**config.mk**
```make
export PLATFORM = sky130hd
export DESIGN_NAME = aquarius_uart_rx
export DESIGN_NICKNAME = d
export VERILOG_FILES = /design/src/rtl/aquarius_uart_rx.sv
export SDC_FILE = /design/constraint.sdc
export NUM_CORES = 1
export LEC_CHECK = 0
export ABC_AREA = 1
export BUFFER_PORTS_ARGS = -buffer_cell sky130_fd_sc_hd__buf_2
export CORE_UTILIZATION = 29
export CTS_CLUSTER_SIZE = 40
export DETAILED_ROUTE_END_ITERATION = 8
export GPL_TIMING_DRIVEN = 1
export SYNTH_ARGS = -nofsm -noshare
export SYNTH_HDL_FRONTEND = slang
export SYNTH_SLANG_ARGS = --single-unit
```
**constraint.sdc**
```tcl
create_clock -name clk_sys -period 3.2 [get_ports clk_sys]
set_clock_uncertainty 0.1 [all_clocks]
set_input_delay 0.32 -clock clk_sys [delete_from_list [all_inputs] [get_ports clk_sys]]
set_output_delay 0.32 -clock clk_sys [all_outputs]
set_load 0.03 [all_outputs]
```
**src/rtl/aquarius_uart_rx.sv**
```systemverilog
// 8N1 UART receiver with a 2-flop input synchronizer, mid-bit sampling and a
// small receive FIFO with sticky framing-error and overrun flags.
module aquarius_uart_rx #(
  parameter int CLKS_PER_BIT = 434,
  parameter int FIFO_DEPTH   = 4
) (
  input  logic       clk_sys,
  input  logic       reset,
  input  logic       rxd,
  output logic [7:0] rx_data,
  output logic       rx_valid,
  input  logic       rx_ready,
  output logic       frame_err,
  output logic       overrun,
  input  logic       err_clr,
  output logic       busy
);

  localparam int CW = $clog2(CLKS_PER_BIT);
  localparam int PW = $clog2(FIFO_DEPTH);
  localparam logic [CW-1:0] HALF_CNT = CW'(CLKS_PER_BIT / 2);
  localparam logic [CW-1:0] LAST_CNT = CW'(CLKS_PER_BIT - 1);
  localparam logic [PW:0]   FULL_CNT = (PW + 1)'(FIFO_DEPTH);

  typedef enum logic [1:0] {IDLE, START, DATA, STOP} state_e;

  state_e        state_q, state_d;
  logic [CW-1:0] cnt_q, cnt_d;
  logic [2:0]    bit_cnt_q, bit_cnt_d;
  logic [7:0]    shift_q, shift_d;
  logic [1:0]    sync_q, sync_d;
  logic          prev_q, prev_d;
  logic          armed_q, armed_d;
  logic [1:0]    settle_q, settle_d;
  logic [PW-1:0] wr_ptr_q, wr_ptr_d;
  logic [PW-1:0] rd_ptr_q, rd_ptr_d;
  logic [PW:0]   count_q, count_d;
  logic          rx_valid_q, rx_valid_d;
  logic          busy_q, busy_d;
  logic          frame_err_q, frame_err_d;
  logic          overrun_q, overrun_d;
  logic [7:0]    mem_q [FIFO_DEPTH];

  logic rxd_s;
  logic push, frame_set, pop, full, wr_en, ovf_set;

  assign rxd_s = sync_q[1];

  // NOTE: every signal assigned here gets a default first, so no path can
  // leave it unassigned and infer a latch.
  always_comb begin
    state_d   = state_q;
    cnt_d     = cnt_q;
    bit_cnt_d = bit_cnt_q;
    shift_d   = shift_q;
    sync_d    = {sync_q[0], rxd};
    prev_d    = rxd_s;
    push      = 1'b0;
    frame_set = 1'b0;

    // The synchronizer holds reset values for two cycles; only a high level
    // seen after that may arm start detection (also re-arms after a break).
    settle_d = (settle_q == 2'd2) ? settle_q : settle_q + 2'd1;
    armed_d  = armed_q | ((settle_q == 2'd2) & rxd_s);

    case (state_q)
      IDLE: begin
        cnt_d = '0;
        if (armed_q && prev_q && !rxd_s) state_d = START;
      end
      START: begin
        if (cnt_q == HALF_CNT) begin
          cnt_d     = '0;
          bit_cnt_d = '0;
          state_d   = rxd_s ? IDLE : DATA;
        end else begin
          cnt_d = cnt_q + CW'(1);
        end
      end
      DATA: begin
        if (cnt_q == LAST_CNT) begin
          cnt_d     = '0;
          shift_d   = {rxd_s, shift_q[7:1]};
          bit_cnt_d = bit_cnt_q + 3'd1;
          if (bit_cnt_q == 3'd7) state_d = STOP;
        end else begin
          cnt_d = cnt_q + CW'(1);
        end
      end
      STOP: begin
        if (cnt_q == LAST_CNT) begin
          cnt_d   = '0;
          state_d = IDLE;
          if (rxd_s) begin
            push = 1'b1;
          end else begin
            frame_set = 1'b1;
            armed_d   = 1'b0;
          end
        end else begin
          cnt_d = cnt_q + CW'(1);
        end
      end
      default: state_d = IDLE;
    endcase

    pop     = rx_valid_q & rx_ready;
    full    = (count_q == FULL_CNT);
    wr_en   = push & (~full | pop);
    ovf_set = push & full & ~pop;

    wr_ptr_d = wr_en ? wr_ptr_q + PW'(1) : wr_ptr_q;
    rd_ptr_d = pop   ? rd_ptr_q + PW'(1) : rd_ptr_q;
    case ({wr_en, pop})
      2'b10:   count_d = count_q + (PW + 1)'(1);
      2'b01:   count_d = count_q - (PW + 1)'(1);
      default: count_d = count_q;
    endcase

    rx_valid_d  = (count_d != '0);
    busy_d      = (state_d != IDLE);
    frame_err_d = (frame_err_q & ~err_clr) | frame_set;
    overrun_d   = (overrun_q & ~err_clr) | ovf_set;
  end

  // NOTE: state uses non-blocking assignments so every flop samples the
  // pre-edge value of every other flop.
  always_ff @(posedge clk_sys) begin
    if (reset) begin
      state_q     <= IDLE;
      cnt_q       <= '0;
      bit_cnt_q   <= '0;
      shift_q     <= '0;
      sync_q      <= 2'b11;
      prev_q      <= 1'b1;
      armed_q     <= 1'b0;
      settle_q    <= 2'd0;
      wr_ptr_q    <= '0;
      rd_ptr_q    <= '0;
      count_q     <= '0;
      rx_valid_q  <= 1'b0;
      busy_q      <= 1'b0;
      frame_err_q <= 1'b0;
      overrun_q   <= 1'b0;
    end else begin
      state_q     <= state_d;
      cnt_q       <= cnt_d;
      bit_cnt_q   <= bit_cnt_d;
      shift_q     <= shift_d;
      sync_q      <= sync_d;
      prev_q      <= prev_d;
      armed_q     <= armed_d;
      settle_q    <= settle_d;
      wr_ptr_q    <= wr_ptr_d;
      rd_ptr_q    <= rd_ptr_d;
      count_q     <= count_d;
      rx_valid_q  <= rx_valid_d;
      busy_q      <= busy_d;
      frame_err_q <= frame_err_d;
      overrun_q   <= overrun_d;
    end
  end

  // NOTE: the storage array is not reset; an entry is only read after it has
  // been written, and the pointers/count carry the reset state.
  always_ff @(posedge clk_sys) begin
    if (wr_en) mem_q[wr_ptr_q] <= shift_q;
  end

  assign rx_data   = mem_q[rd_ptr_q];
  assign rx_valid  = rx_valid_q;
  assign busy      = busy_q;
  assign frame_err = frame_err_q;
  assign overrun   = overrun_q;

endmodule

```
# Yosys cells after proc, flatten, opt, wreduce, memory -nomap -nowiden

Memories as Yosys holds them, arrays and structs flattened. A register that Yosys moved wholly into a read port is not among the register bits.
Index checks and enable logic that the tools add are counted.

Bitwise operators: 14
Reduce and logical (&&, ||, !) cells: 10
$add $sub $neg: 7
Equality and inequality tests: 12
Muxes and demuxes: 27

Operator list:

| cell                | count |
|---|---|
| $pmux 9 s3          | 1 |
| $mux 9              | 2 |
| $mux 2              | 8 |
| $pmux 3 s2          | 2 |
| $mux 1              | 11 |
| $add 9x1->9 const B | 1 |
| $eq 9x8->1 const B  | 1 |
| $eq 9x9->1 const B  | 1 |
| $eq 2x2->1 const B  | 4 |
| $pmux 2 s4          | 1 |
| $and 1x1->1         | 7 |
| $add 2x1->2 const B | 3 |
| $add 3x1->3 const B | 2 |
| $eq 3x3->1 const B  | 2 |
| $mux 3              | 2 |
| $eq 2x1->1 const B  | 2 |
| $ne 2x2->1 const B  | 2 |
| $or 1x1->1          | 4 |
| $reduce_bool 2->1   | 2 |
| $not 1->1           | 3 |
| $reduce_and 3->1    | 1 |
| $reduce_bool 3->1   | 1 |
| $sub 3x1->3 const B | 1 |
| $logic_and 1x1->1   | 2 |
| other kinds (4)     | 4 |

Memories kept: 1
Word-level logic and storage cells: 86
Output and inout port bits: 12
RAM bits: 32
Bits in registers: 39

Memories:

| name  | depth | bits a word | rd ports | clocked after Yosys merged registers in | wr ports | line | text |
|---|---|---|---|---|---|---|---|
| mem_q | 4     | 8           | 1        | 1                                       | 1        | 42   | `logic [7:0] mem_q [FIFO_DEPTH];` |

# Depth between registers and ports, before layout

Depth in word-level cells: 7
Depth in mapped cells: 14
Gate-level depth less buffers: 14

# Worst setup path after synthesis

Ideal clock, no wire load.

Path type: register -> register
Start point: reg rx_valid_q (netlist: rx_valid)
End point: mem mem_q[0][0] (enable)
Arrival time: 1.384 ns
Required time: 2.729 ns
Slack: 1.346 ns
Setup time: 0.371 ns
Path buffers: 0
Stages on the path, launching flop included: 7
Cells stage by stage: dfxtp_1 nand2_1 inv_1 nor2_1 nor2_1 inv_1 nor2_1

Longest elaborated chain between the ends: 5

RTL lines:

| element                      | line | text |
|---|---|---|
| start: declaration           | 38   | `logic rx_valid_q, rx_valid_d;` |
| start signal: assignment     | 157  | `rx_valid_q <= rx_valid_d;` |
| $and 1x1->1                  | 107  | `pop = rx_valid_q & rx_ready;` |
| $or 1x1->1                   | 109  | `wr_en = push & (~full \| pop);` |
| $and 1x1->1                  | 109  |  |
| $mux 1                       | 167  | `if (wr_en) mem_q[wr_ptr_q] <= shift_q;` |
| $mux 1 (implied by the code) | 167  |  |
| end: declaration             | 42   |  |

Every way passes these cells.

==> results.json <==
{
  "drv_slew": 0,
  "grt_overflow": 0,
  "cts_made_buffers": 9,
  "tns_ps": 0,
  "r2r-start": "cnt_q[0]",
  "cap_violations": 0,
  "grt_max_degree": 20,
  "finalSetupViolCount": 0,
  "initial_core_util_pct": 30.3,
  "maxSlewHeadroom_pct": 55.8,
  "synth_seq_cells": 73,
  "final_cell_count_no_fill": 476,
  "yosysWarnings": 0,
  "dieHeight_um": 104,
  "ctsResizeCount": 0,
  "detailed_place_hpwl_mm": 4.06,
  "max-vdd-ir-drop_uv": 226,
  "n_fill_cell": 1028,
  "syn_nets": 331,
  "power.leakage_nw": 1.49,
  "async_flop_share_pct": 0,
  "dieWidth_um": 104,
  "cts.sinks": 73,
  "crit_required_ps": 2780,
  "cp.arrival_ps": 1890,
  "clkTransAtPathRegs_ps": 80,
  "htreeDepth": 3,
  "syn2layout_area_growth_pct": 14.4,
  "synthCells": 316,
  "status": "completed",
  "ctsHoldBuffers": 0,
  "rsz0062_at_grt": "no",
  "synth_edf_count": 32,
  "antenna_found_initial": 0,
  "worstMarginPinSlew_ps": 661,
  "synth-simple-area-share_pct": 19.3,
  "synth_xor_area_share_pct": 1.75,
  "io_pins": 17,
  "wl_per_cell_um": 11.8,
  "final_nets": 353,
  "hold_violations": 0,
  "ys_types": 28,
  "cts_root_buf": "clkbuf_8",
  "synth.cell_area_um2": 3000,
  "cts_setup_buffers": 0,
  "fp.dieArea_um2": 10700,
  "fp.coreArea_um2": 9910,
  "ys_seq_area_share_pct": 59.4,
  "diodes": 0,
  "synth_top_family_by_area": "simple AND/OR/NAND/NOR gates",
  "synth_ff_type": "dfxtp_1",
  "drc_errors": 0,
  "fin_crit_sh_pct": 72.2,
  "endpoint_kind": "output pin",
  "drt-total-wl_mm": 5.60,
  "synth.avg_cell_area_um2": 9.49,
  "hp-class": "input pin to register",
  "rows": 36,
  "synthMuxAreaShare_pct": 0,
  "grt_pass1_wl_mm": 9.39,
  "place_congestion": 0.858,
  "mostFrequentLayoutCells": "nor2_1 (67), dfxtp_1 (41), inv_1 (36), nand2_1 (34), edfxtp_1 (32)",
  "cts_tree": "built",
  "min_period_ps": 2310,
  "synth-compound-area-share_pct": 9.06,
  "groute.usage.overall_pct": 11.3,
  "grt_pass1_vias": 1996,
  "power_density_nw_per_um2": 618,
  "drtIter0Drc": 94,
  "viasPerCell": 4.41,
  "port_buffers": 16,
  "dp.cells": 460,
  "clock_path_buffers": 2,
  "worst_hold_startpoint": "rxd",
  "ant_nets": 0,
  "fmax_ghz": 0.433,
  "critical_path_class": "register to output pin",
  "vias": 2101,
  "final_common_cell": "nor2_1",
  "first_pass_iters": 5,
  "clock_latency_ps": 350,
  "final_layout_size_suffix_gt1_share_pct": 13.4,
  "synth_fa_ha_area_share_pct": 4.42,
  "start_kind": "register",
  "cp_max_fo": 17
}
[per-stage QoR]
stage	worst slack, ps	util [%]	hold slack, ps	area (um2)	power, mW
after floorplan	1350	-	289	3000	1.28
after global placement	1160	32.4	298	3210	1.35
after detailed placement	1060	32.4	293	3210	1.36
after CTS	879	34.6	33.8	3430	2.15
after global routing	715	34.6	40.5	3430	2.23
final	888	34.6	52.0	3430	2.12
[cell type report]
| class | instances | area, um2 | share of cell area [%] |
|---|---|---|---|
| Sequential cell | 73 | 1780 | 52.0 |
| Multi-Input combinational cell | 199 | 1040 | 30.2 |
| Tap cell | 133 | 166 | 4.85 |
| Inverter | 39 | 146 | 4.27 |
| Clock buffer | 10 | 128 | 3.72 |
| Clock inverter | 6 | 90.1 | 2.63 |
| Timing Repair Buffer | 16 | 80.1 | 2.34 |
[final timing paths]
check | to | cells after the start | slack, ps
max | rx_data[4] | 4 | 890
min | sync_q[0] | 2 | 50
max reg2reg | mem_q[2][3] | 7 | 1100
min reg2reg | sync_q[1] | 1 | 310
[synthesized netlist by cell type (2+ instances only)]
master / instances / area (um2)
or2_2: 2 / 12.5
buf_6: 2 / 22.5
clkbuf_1: 3 / 11.3
nor2_1: 67 / 251
o22ai_1: 8 / 50.1
nand2_1: 34 / 128
ha_1: 9 / 113
dfxtp_1: 41 / 821
inv_1: 36 / 135
nand2_2: 5 / 31.3
a21oi_1: 11 / 55.1
nand3_1: 15 / 75.1
nand4_1: 2 / 12.5
inv_2: 2 / 7.51
nor2_4: 2 / 22.5
xor2_1: 5 / 43.8
o21ai_0: 30 / 150
edfxtp_1: 32 / 961
[report_power, final]
| part | total [mW] | internal [mW] | switching [mW] |
|---|---|---|---|
| registers | 1.04 | 1.00 | 0.0355 |
| clock network | 0.784 | 0.442 | 0.342 |
| logic | 0.297 | 0.0969 | 0.200 |
| total | 2.12 | 1.54 | 0.578 |
[cells by family after synthesis]
family,Yosys count
AOI/OAI and AO/OA,51
xor gates and xnor gates,6
adders and majority gates,10
buffers and inverters,44
DFF,73
and+or+nand+nor,132
[layer usage]
metal	up-vias	track usage (%)	wire length (um)
met2	46	18.5	2540
met1	958	13.3	2660
met3	16	3.59	222
met5	-	0	0
met4	0	6.12	171
li1	1081	-	-
[sequential cells by signal, indices dropped and copies added (netlist names), 2 cells and up, named ones only]
| register | flops |
|---|---|
| mem_q | 32 |
| cnt_q | 9 |
| shift_q | 8 |
| bit_cnt_q | 3 |
| count_q | 3 |
| rd_ptr_q | 2 |
| settle_q | 2 |
| state_q | 2 |
| sync_q | 2 |
| wr_ptr_q | 2 |
[worst max-delay path: stages, from the launching register on]
cell and delay (ps):
dfxtp_1 610, inv_1 300, o21ai_0 320, o22ai_1 120, buf_2 190
Power figures use the tool's default switching activity.
